--- src/rtl/ps2_digit_pkg.sv ---
// Shared constants for the PS/2 digit-entry cursor: scancodes, FSM states,
// default grid geometry and a constant shift-add multiply helper.
package ps2_digit_pkg;

    localparam int DEF_CELL_W = 40;
    localparam int DEF_CELL_H = 40;
    localparam int DEF_COLS   = 16;
    localparam int DEF_ROWS   = 12;

    localparam logic [7:0] SC_BREAK = 8'hF0;
    localparam logic [7:0] SC_EXT   = 8'hE0;
    localparam logic [7:0] SC_ENTER = 8'h5A;
    localparam logic [7:0] SC_BKSP  = 8'h66;
    localparam logic [7:0] SC_LEFT  = 8'h6B;
    localparam logic [7:0] SC_RIGHT = 8'h74;
    localparam logic [7:0] SC_UP    = 8'h75;
    localparam logic [7:0] SC_DOWN  = 8'h72;

    typedef enum logic [1:0] {
        ST_IDLE,
        ST_BRK,
        ST_EXT,
        ST_EXT_BRK
    } ps2_state_e;

    // Multiply by an elaboration-time constant using only shifted adds.
    function automatic logic [9:0] const_mul(input logic [9:0] a, input int unsigned k);
        logic [9:0] acc;
        acc = '0;
        for (int i = 0; i < 10; i++) begin
            if (k[i]) begin
                acc = acc + (a << i);
            end
        end
        return acc;
    endfunction

endpackage

--- src/rtl/ps2_digit_lut.sv ---
// Combinational map from PS/2 set-2 make codes of the top-row digit keys
// to their 4-bit digit value.
module ps2_digit_lut (
    input  logic [7:0] scan,
    output logic       hit,
    output logic [3:0] value
);

    always_comb begin
        hit   = 1'b1;
        value = 4'd0;
        case (scan)
            8'h45:   value = 4'd0;
            8'h16:   value = 4'd1;
            8'h1E:   value = 4'd2;
            8'h26:   value = 4'd3;
            8'h25:   value = 4'd4;
            8'h2E:   value = 4'd5;
            8'h36:   value = 4'd6;
            8'h3D:   value = 4'd7;
            8'h3E:   value = 4'd8;
            8'h46:   value = 4'd9;
            default: hit   = 1'b0;
        endcase
    end

endmodule

--- src/rtl/ps2_digit_cursor.sv ---
// Turns PS/2 scancodes into a current digit and a character-cell cursor,
// presenting the cursor as registered pixel coordinates for the VGA stage.
module ps2_digit_cursor
    import ps2_digit_pkg::*;
#(
    parameter int CELL_W = DEF_CELL_W,
    parameter int CELL_H = DEF_CELL_H,
    parameter int COLS   = DEF_COLS,
    parameter int ROWS   = DEF_ROWS
) (
    input  logic       iCLK,
    input  logic       iRST,
    input  logic [7:0] iscan,
    input  logic       iscan_valid,
    output logic [7:0] odigit,
    output logic [9:0] ocur_x,
    output logic [9:0] ocur_y,
    output logic       oupdate
);

    localparam logic [9:0] LAST_COL = 10'(COLS - 1);
    localparam logic [9:0] LAST_ROW = 10'(ROWS - 1);

    ps2_state_e state_q, state_d;
    logic [9:0] col_q, col_d;
    logic [9:0] row_q, row_d;
    logic [7:0] digit_q, digit_d;
    logic [9:0] cur_x_q, cur_x_d;
    logic [9:0] cur_y_q, cur_y_d;
    logic       update_q, update_d;

    logic       lut_hit;
    logic [3:0] lut_value;

    logic [9:0] col_inc, col_dec, row_inc, row_dec;

    ps2_digit_lut u_lut (
        .scan  (iscan),
        .hit   (lut_hit),
        .value (lut_value)
    );

    assign col_inc = (col_q == LAST_COL) ? 10'd0 : col_q + 10'd1;
    assign col_dec = (col_q == 10'd0) ? LAST_COL : col_q - 10'd1;
    assign row_inc = (row_q == LAST_ROW) ? 10'd0 : row_q + 10'd1;
    assign row_dec = (row_q == 10'd0) ? LAST_ROW : row_q - 10'd1;

    always_comb begin
        state_d  = state_q;
        col_d    = col_q;
        row_d    = row_q;
        digit_d  = digit_q;
        update_d = 1'b0;

        if (iscan_valid) begin
            case (state_q)
                ST_IDLE: begin
                    if (iscan == SC_BREAK) begin
                        state_d = ST_BRK;
                    end else if (iscan == SC_EXT) begin
                        state_d = ST_EXT;
                    end else if (lut_hit) begin
                        digit_d  = {4'h0, lut_value};
                        col_d    = col_inc;
                        row_d    = (col_q == LAST_COL) ? row_inc : row_q;
                        update_d = 1'b1;
                    end else if (iscan == SC_ENTER) begin
                        col_d    = 10'd0;
                        row_d    = row_inc;
                        update_d = 1'b1;
                    end else if (iscan == SC_BKSP) begin
                        // Backspace stops dead at the home cell instead of wrapping.
                        if (col_q != 10'd0) begin
                            col_d    = col_dec;
                            update_d = 1'b1;
                        end else if (row_q != 10'd0) begin
                            col_d    = LAST_COL;
                            row_d    = row_dec;
                            update_d = 1'b1;
                        end
                    end
                end
                ST_EXT: begin
                    state_d = ST_IDLE;
                    case (iscan)
                        SC_BREAK: state_d = ST_EXT_BRK;
                        SC_LEFT:  begin col_d = col_dec; update_d = 1'b1; end
                        SC_RIGHT: begin col_d = col_inc; update_d = 1'b1; end
                        SC_UP:    begin row_d = row_dec; update_d = 1'b1; end
                        SC_DOWN:  begin row_d = row_inc; update_d = 1'b1; end
                        default:  ;
                    endcase
                end
                default: state_d = ST_IDLE;
            endcase
        end

        cur_x_d = const_mul(col_d, CELL_W);
        cur_y_d = const_mul(row_d, CELL_H);
    end

    always_ff @(posedge iCLK) begin
        if (iRST) begin
            state_q  <= ST_IDLE;
            col_q    <= '0;
            row_q    <= '0;
            digit_q  <= 8'h00;
            cur_x_q  <= '0;
            cur_y_q  <= '0;
            update_q <= 1'b0;
        end else begin
            state_q  <= state_d;
            col_q    <= col_d;
            row_q    <= row_d;
            digit_q  <= digit_d;
            cur_x_q  <= cur_x_d;
            cur_y_q  <= cur_y_d;
            update_q <= update_d;
        end
    end

    assign odigit  = digit_q;
    assign ocur_x  = cur_x_q;
    assign ocur_y  = cur_y_q;
    assign oupdate = update_q;

endmodule

--- config.mk ---
export PLATFORM = sky130hd
export DESIGN_NAME = ps2_digit_cursor
export DESIGN_NICKNAME = d
export VERILOG_FILES = /design/src/rtl/ps2_digit_pkg.sv /design/src/rtl/ps2_digit_lut.sv /design/src/rtl/ps2_digit_cursor.sv
export SDC_FILE = /design/constraint.sdc
export NUM_CORES = 1
export LEC_CHECK = 0
export ABC_CLOCK_PERIOD_IN_PS = 4700
export CAP_MARGIN = 20
export CORE_ASPECT_RATIO = 1.1
export CORE_UTILIZATION = 30
export CTS_CLUSTER_DIAMETER = 80
export DETAILED_ROUTE_END_ITERATION = 10
export PLACE_DENSITY = 0.44
export SLEW_MARGIN = 30
export SYNTH_ARGS = -nofsm -noshare
export SYNTH_HDL_FRONTEND = slang
export SYNTH_HIERARCHICAL = 1
export SYNTH_SLANG_ARGS = --single-unit
--- constraint.sdc ---
create_clock -name iCLK -period 4.7 [get_ports iCLK]
set_clock_uncertainty 0.15 [all_clocks]
set_input_delay 0.705 -clock iCLK [delete_from_list [all_inputs] [get_ports iCLK]]
set_output_delay 0.705 -clock iCLK [all_outputs]
set_load 0.005 [all_outputs]
==> metrics.md, run 1 <==
| Metric | Value |
|---|---|
| Main synth FF type | `dfxtp_1` |
| Worst setup SP type | `primary input` |
| Core ar. | `13200 um^2` |
| Multi-input gate area | `2980 um^2` |
| Mapped Cells | `541` |
| Fraction of the cycle the final worst path needs | `93.6%` |
| Final Non-Filler Cells | `763` |
| Max clock buf depth | `2` |
| Share of total power in combinational logic | `25.3%` |
| Max FO, Critical Path | `11` |
| Register Area | `741 um^2` |
| Pint | `0.000633 W` |
| Leak | `1.95 nW` |
| Post-detailed-placement half-perimeter wirelength | `10800 um` |
| Initial antenna violation count | `0` |
| Initial Utilization | `30.6%` |
| Setup TNS | `0 ps` |
| First-pass detailed-route iteration total | `5` |
| Filler cells | `1378` |
| CTS sink cnt | `37` |
| Clk Latency, worst-skew pair | `300 ps` |
| Asr flop ratio synth | `0%` |
| Status | `completed` |
| Die width | `112 um` |
| Buffers on Ports | `29` |
| Top-count cell post-synth | `nor2_1` |
| FMAX | `0.227 GHz` |
| Post-synth top area share | `18.4%` |
| Ratio of cells with drive above 1 in the final layout | `19.3%` |
| Mapped cell area | `4030 um^2` |
| Vias in the first global route | `4067` |
| Clock Power Share | `38.8%` |
| Reg-to-reg slack, setup | `530 ps` |
| Yosys top cell by area | `dfxtp_1` |
| Clk slew on worst S/H paths | `60 ps` |
| Antenna-violating nets left | `0` |
| Total grt overflow | `0` |
| Row count | `44` |
| Yosys warns | `6` |
| Maximum VDD drop | `0.000118 V` |
| Sw Share | `31.5%` |
| WS Path Type | `primary input to flop` |
| CTS tree | `yes` |
| Post-Route WL | `14100 um` |
| Req. time, crit path | `4770 ps` |
| CTS H-tree depth | `2` |
| Post-Place Cell Area | `4760 um^2` |
| Total GRT Usage | `21.2%` |
| Post-synth EDFFs | `0` |
| Total CTS buffers | `5` |
| Total Nets Final | `627` |
| Post-synthesis sequential area ratio | `18.4%` |
| Commonest cells post-synth | `nor2_1 (53), dfxtp_1 (37), a21oi_1 (33), nand2_1 (30), o21ai_0 (25)` |
| Register share of total power | `35.8%` |
| Gpl congestion | `0.914` |
| HP Class | `flop to flop` |
| First-pass GRT wire length | `22600 um` |
| Root Buffer | `clkbuf_16` |
| WL/cell | `18.5 um` |
| Psw | `0.000292 W` |
| DR vias | `4318` |
| Tmin final | `4400 ps` |
| Via density per instance | `5.66` |
| Final hold slack | `360 ps` |
| Slew @ Worst Pin | `671 ps` |
| Top cells by area, synth | `dfxtp_1 (18%), nor2_1 (4.9%), a21oi_1 (4.1%)` |
| Max-slew violation count | `0` |
| Yosys cell types | `82` |
| Cells after DPL | `754` |
| Slew HR | `55.1%` |
| DIE AREA | `13900 um^2` |
| Hold Buf Count CTS | `0` |
| Synth-to-layout area growth | `23.4%` |
| Ant. Diodes | `0` |
| Crit path arrival time | `4470 ps` |
| Die H | `123 um` |
| Largest net degree at the start of global routing | `31` |
| Iteration-0 DRC Markers | `298` |
| Synth Register Bits | `37` |
| Final instance area | `4970 um^2` |
| Crit end category | `flop` |
| Final setup vio count | `0` |
| DR DRC count | `0` |
| Boundary Pins | `40` |
| Hold Fails Final Rpt | `0` |
| Pwr per Cell Area | `186 nW/um^2` |
| # Max-Cap Violations | `0` |
| Syn Area/Cell | `7.44 um^2` |
[per-layer routing]
metal / vias up / share of wire [%] / GRT usage [%]
li1: 2097 / - / -
met1: 2057 / 43 / 26.1
met2: 133 / 49 / 36.9
met3: 31 / 5.2 / 3.33
met4: 0 / 3.2 / 8.92
met5: - / 0 / 0
[through the flow]
stage / setup slack (ps) / utilization, % / total power [W]
global route: -13.5 / 37.7 / 0.000978
detailed placement: -129 / 36.2 / 0.000569
global placement: 15.3 / 36.2 / 0.000569
CTS: 168 / 37.4 / 0.000937
finish: 301 / 37.7 / 0.000925
floorplan: 297 / - / 0.000483
[final timing paths]
| check | from | end | depth (start not counted) |
|---|---|---|---|
| max reg2reg | row_q[1]$_SDFF_PP0_ | ocur_x[9]$_SDFF_PP0_ | 18 |
| min reg2reg | odigit[2]$_SDFFE_PP0P_ | odigit[2]$_SDFFE_PP0P_ | 2 |
| max | iscan[3] | ocur_y[9]$_SDFF_PP0_ | 20 |
| min | odigit[2]$_SDFFE_PP0P_ | odigit[2]$_SDFFE_PP0P_ | 2 |
[cells by family (layout without fill, tap and decap cells)]
logic type | Yosys count | count (layout) | synth area share [%]
AO/OA/AOI/OAI | 155 | 155 | 26.8
XOR/XNOR | 26 | 26 | 5.66
adder cells (fa/ha/maj) | 15 | 15 | 5.04
buffers and inverters | 76 | 128 | 9.45
flip-flops | 37 | 37 | 18.4
multiplexers | 11 | 11 | 2.77
other | 1 | 10 | 0.0932
AND/OR/NAND/NOR | 220 | 220 | 31.8
[layout make-up]
cell class	count	area share (%)
Timing Repair Buffer	98	16.4
Clock inverter	2	0.277
Inverter	22	1.66
Multi-Input combinational cell	437	59.9
Sequential cell	37	14.9
Clock buffer	6	2.80
Tap cell	161	4.06
[timing repair]
action                     4_1_cts  5_1_grt
resized for setup                0        9
setup endpoints to repair        0        2
setup buffers                    0        1
[state kept, by name (all words and copies together) (netlist names)]
register	count
col_q	10
ocur_x	5
ocur_y	5
odigit	4
oupdate	1
row_q	10
state_q	2
[placed cells by master (no fill, tap or decap), types with 6 or more instances in the layout]
cell type	netlist	layout
o211ai_1	9	9
nand2_1	30	30
mux2i_1	10	10
buf_4	18	69
nor2b_1	7	7
or3_1	8	8
nor3_1	20	19
and2_1	7	7
nand3_1	21	21
a21oi_1	33	32
xnor2_1	15	15
a22oi_1	10	10
clkdlybuf4s50_1	0	27
and3_1	9	9
nor2_1	53	53
nand4_1	8	8
xor2_1	11	11
o21ai_0	25	25
ha_1	13	13
a211oi_1	7	7
inv_1	21	20
conb_1	1	10
dfxtp_1	37	37
o22ai_1	13	13
nand2b_1	7	7
o21ai_1	6	6
[power by group through the flow]
| stage | clock, W | combinational (W) | sequential (W) |
|---|---|---|---|
| global route | 0.000389 | 0.000256 | 0.000333 |
| finish | 0.000359 | 0.000234 | 0.000331 |
| detailed placement | 0 | 0.000231 | 0.000338 |
| global placement | 0 | 0.000231 | 0.000338 |
| floorplan | 0 | 0.000149 | 0.000335 |
| CTS | 0.000374 | 0.000232 | 0.000331 |
[worst max-delay path: stages]
cell and delay, ps:
clkdlybuf4s50_1 510, buf_4 190, nor3b_1 60, o211ai_1 190
a21oi_1 90, or3_1 360, buf_4 220, o31ai_4 80
nand2_2 140, o32ai_4 250, o21ai_1 110, a211oi_2 270
ha_1 220, inv_1 60, fa_1 380, inv_1 60
a21o_1 100, a21oi_1 70, xor2_1 180, mux2i_1 220
Power figures use the tool's default switching activity.
==> inputs of run 2 (changes only) <==
--- a/config.mk
+++ b/config.mk
@@ -5,8 +5,8 @@
 export SDC_FILE = /design/constraint.sdc
 export NUM_CORES = 1
 export LEC_CHECK = 0
+export ABC_AREA = 1
 export ABC_CLOCK_PERIOD_IN_PS = 4700
-export CAP_MARGIN = 20
 export CORE_ASPECT_RATIO = 1.1
 export CORE_UTILIZATION = 30
 export CTS_CLUSTER_DIAMETER = 80
==> run 2 against run 1 <==
Effect of this change: non-clock buffer count decreased by 61; first-iteration DRC count rose by 4.0%; die area up 1.4%; final cell count up 14%; critical endpoint is now ocur_x[9]$_SDFF_PP0_; highest routed layer unchanged.
==> metrics.md, run 2 <==
| Metric | Value |
|---|---|
| Status | `completed` |
| DIE AREA | `14100 um^2` |
| Synth Area in Adders | `4.96%` |
| Yosys top cell by area | `dfxtp_1` |
| Final setup vio count | `0` |
| CTS tree | `yes` |
| Biggest regs | `col_q x10, row_q x10` |
| Critical path's largest stage delay | `560 ps` |
| CTS sink cnt | `37` |
| Register share of total power | `33.4%` |
| Post-Route WL | `13100 um` |
| Total Nets Final | `710` |
| Asr flop ratio synth | `0%` |
| Hold Buf Count CTS | `0` |
| Via density per instance | `4.95` |
| Worst setup SP type | `primary input` |
| WL/cell | `15.0 um` |
| Clock Power Share | `40.4%` |
| Total GRT Usage | `19.4%` |
| Post-synth EDFFs | `0` |
| # resized after CTS | `0` |
| Post-synth top area share | `18.1%` |
| Reg-to-reg slack, setup | `860 ps` |
| Tmin final | `4380 ps` |
| Pint | `0.000686 W` |
| Maximum VDD drop | `0.000108 V` |
| Post-synthesis sequential area ratio | `18.1%` |
| Share of total power in combinational logic | `26.2%` |
| # Post-CTS Setup Buffers | `0` |
| Psw | `0.000342 W` |
| Initial Utilization | `30.8%` |
| Yosys cell types | `47` |
| Vias in the first global route | `4210` |
| Fraction of the cycle the final worst path needs | `93.2%` |
| Pwr per Cell Area | `220 nW/um^2` |
| Crit path arrival time | `4410 ps` |
| Most frequent cells in the layout | `nand2_1 (158), inv_1 (80), nor2_1 (67)` |
| Mapped cell area | `4080 um^2` |
| Die width | `113 um` |
| Worst setup path startpoint | `iscan[0]` |
| Synth Area in Simple Gates | `44.3%` |
| Synth Area in XOR/XNOR | `3.00%` |
| Commonest non-fill, non-tap cell in the layout | `nand2_1` |
| Main combinational cell family by area after synthesis | `simple AND/OR/NAND/NOR gates` |
| Mux share of post-synthesis cell area | `0%` |
| Max FO, Critical Path | `8` |
| WS Path Type | `primary input to flop` |
| Worst R2R Start | `col_q[0]$_SDFF_PP0_` |
| Antenna-violating nets left | `0` |
| Final hold slack | `312 ps` |
| Post-detailed-placement half-perimeter wirelength | `10400 um` |
| CP dominant cell by count | `inv_1` |
| Mapped Cells | `660` |
| Die H | `124 um` |
| FMAX | `0.228 GHz` |
| Gpl congestion | `0.930` |
| Core ar. | `13300 um^2` |
| Hold Fails Final Rpt | `0` |
| Slew @ Worst Pin | `598 ps` |
| Largest delay contributor family on the critical path | `compound AO/OA/AOI/OAI gates` |
| Clk Latency, worst-skew pair | `290 ps` |
| Ratio of cells with drive above 1 in the final layout | `13.9%` |
| Clk slew on worst S/H paths | `60 ps` |
| DR vias | `4299` |
| Ant. Diodes | `0` |
| Complex-gate fraction of the synthesized area | `15.7%` |
| Commonest cells post-synth | `nand2_1 (158), inv_1 (80), nor2_1 (67), nand3_1 (46), dfxtp_1 (37)` |
| Iteration-0 DRC Markers | `310` |
| Crit end category | `flop` |
| First-pass GRT wire length | `21700 um` |
| Met3 Usage GRT | `3.02%` |
| Total CTS buffers | `5` |
| Initial antenna violation count | `0` |
| Boundary Pins | `40` |
| Max-slew violation count | `0` |
| Setup TNS | `0 ps` |
| RSZ-0062 raised after global routing | `no` |
| Yosys warns | `6` |
| Largest net degree at the start of global routing | `28` |
| HP Class | `flop to flop` |
| CP bufs+invs | `5` |
| Syn Area/Cell | `6.19 um^2` |
| Filler cells | `1461` |
| CTS H-tree depth | `2` |
| Req. time, crit path | `4730 ps` |
| Top-count cell post-synth | `nand2_1` |
| Met1 Track Usage GR | `25.9%` |
| Total grt overflow | `0` |
| Buffers on Ports | `29` |
| # Max-Cap Violations | `0` |
| Most used routing layer | `met2` |
| Synth Register Bits | `37` |
| Top cells by area, synth | `dfxtp_1 (18%), nand2_1 (15%), inv_1 (7.4%)` |
| Met2 GRT Util | `31.4%` |
| DR DRC count | `0` |
| Hold_sp | `odigit[3]$_SDFFE_PP0P_` |
| Main synth FF type | `dfxtp_1` |
| Synth-to-layout area growth | `14.2%` |
| CP max stage cell | `clkdlybuf4s50_1` |
| Sw Share | `33.2%` |
| Leak | `2.11 nW` |
| Max clock buf depth | `2` |
| Root Buffer | `clkbuf_16` |
| Row count | `44` |
| Slew HR | `60.1%` |
| First-pass detailed-route iteration total | `6` |
run 2: cell count changes after synthesis, moves of 11 or more:
cell      delta
nand2_1    +128
inv_1       +59
nand3_1     +25
clkbuf_1    -20
nand2_2     +19
nor2_4      +17
nor2_1      +14
inv_2       +13
nor3_1      -13
xnor2_1     -13
o21ai_0     +11
run 2: final timing paths:
check	endpoint	cells after the start
worst max-delay path	ocur_x[9]$_SDFF_PP0_	25
worst min-delay path	odigit[3]$_SDFFE_PP0P_	2
worst max register to register	ocur_x[9]$_SDFF_PP0_	21
worst min register to register	odigit[3]$_SDFFE_PP0P_	2
run 2: layer usage:
layer	wire length (um)	part of all wire [%]	vias to the layer above
li1	-	-	2175
met1	6160	47	2005
met2	6030	46	102
met3	576	4.4	17
met4	291	2.2	0
met5	0	0	-
run 2: final cells by class:
class	count	area (um^2)	area share, %
Clock buffer	6	139	2.98
Sequential cell	37	741	15.9
Tap cell	184	230	4.94
Clock inverter	2	37.5	0.805
Inverter	94	353	7.57
Multi-Input combinational cell	509	2810	60.3
Timing Repair Buffer	37	350	7.51
run 2: power groups by stage:
stage	Clock (W)	Combinational (W)	Sequential [W]
6_report	0.000415	0.000269	0.000344
5_1_grt	0.000442	0.000301	0.000346
4_1_cts	0.000426	0.000271	0.000344
3_5_place_dp	0	0.000269	0.000351
3_3_place_gp	0	0.000270	0.000351
2_1_floorplan	0	0.000194	0.000344
run 2: kinds of logic (layout without fill, tap and decap cells):
logic type / after synthesis / in the layout
fa+ha+maj: 15 / 15
flops: 37 / 37
other cells: 1 / 10
simple gates: 358 / 358
buf+inv: 123 / 139
xor+xnor: 14 / 14
compound gates: 112 / 112
run 2: worst min-delay path, stage by stage, from the launching register on:
cell     delay (ps)
dfxtp_1         310
nand2_1          60
a21oi_1          50
run 2: per-stage QoR:
stage / setup slack [ps] / power [W] / utilization, % / area, um^2 / std cells
2_1_floorplan: 959 / 0.000538 / - / 4120 / 669
3_3_place_gp: 167 / 0.000621 / 33.8 / 4490 / 861
3_5_place_dp: 88.2 / 0.000620 / 33.8 / 4490 / 861
4_1_cts: 381 / 0.00104 / 35.1 / 4660 / 869
5_1_grt: 24.0 / 0.00109 / 35.1 / 4660 / 869
6_report: 320 / 0.00103 / 35.1 / 4660 / 869
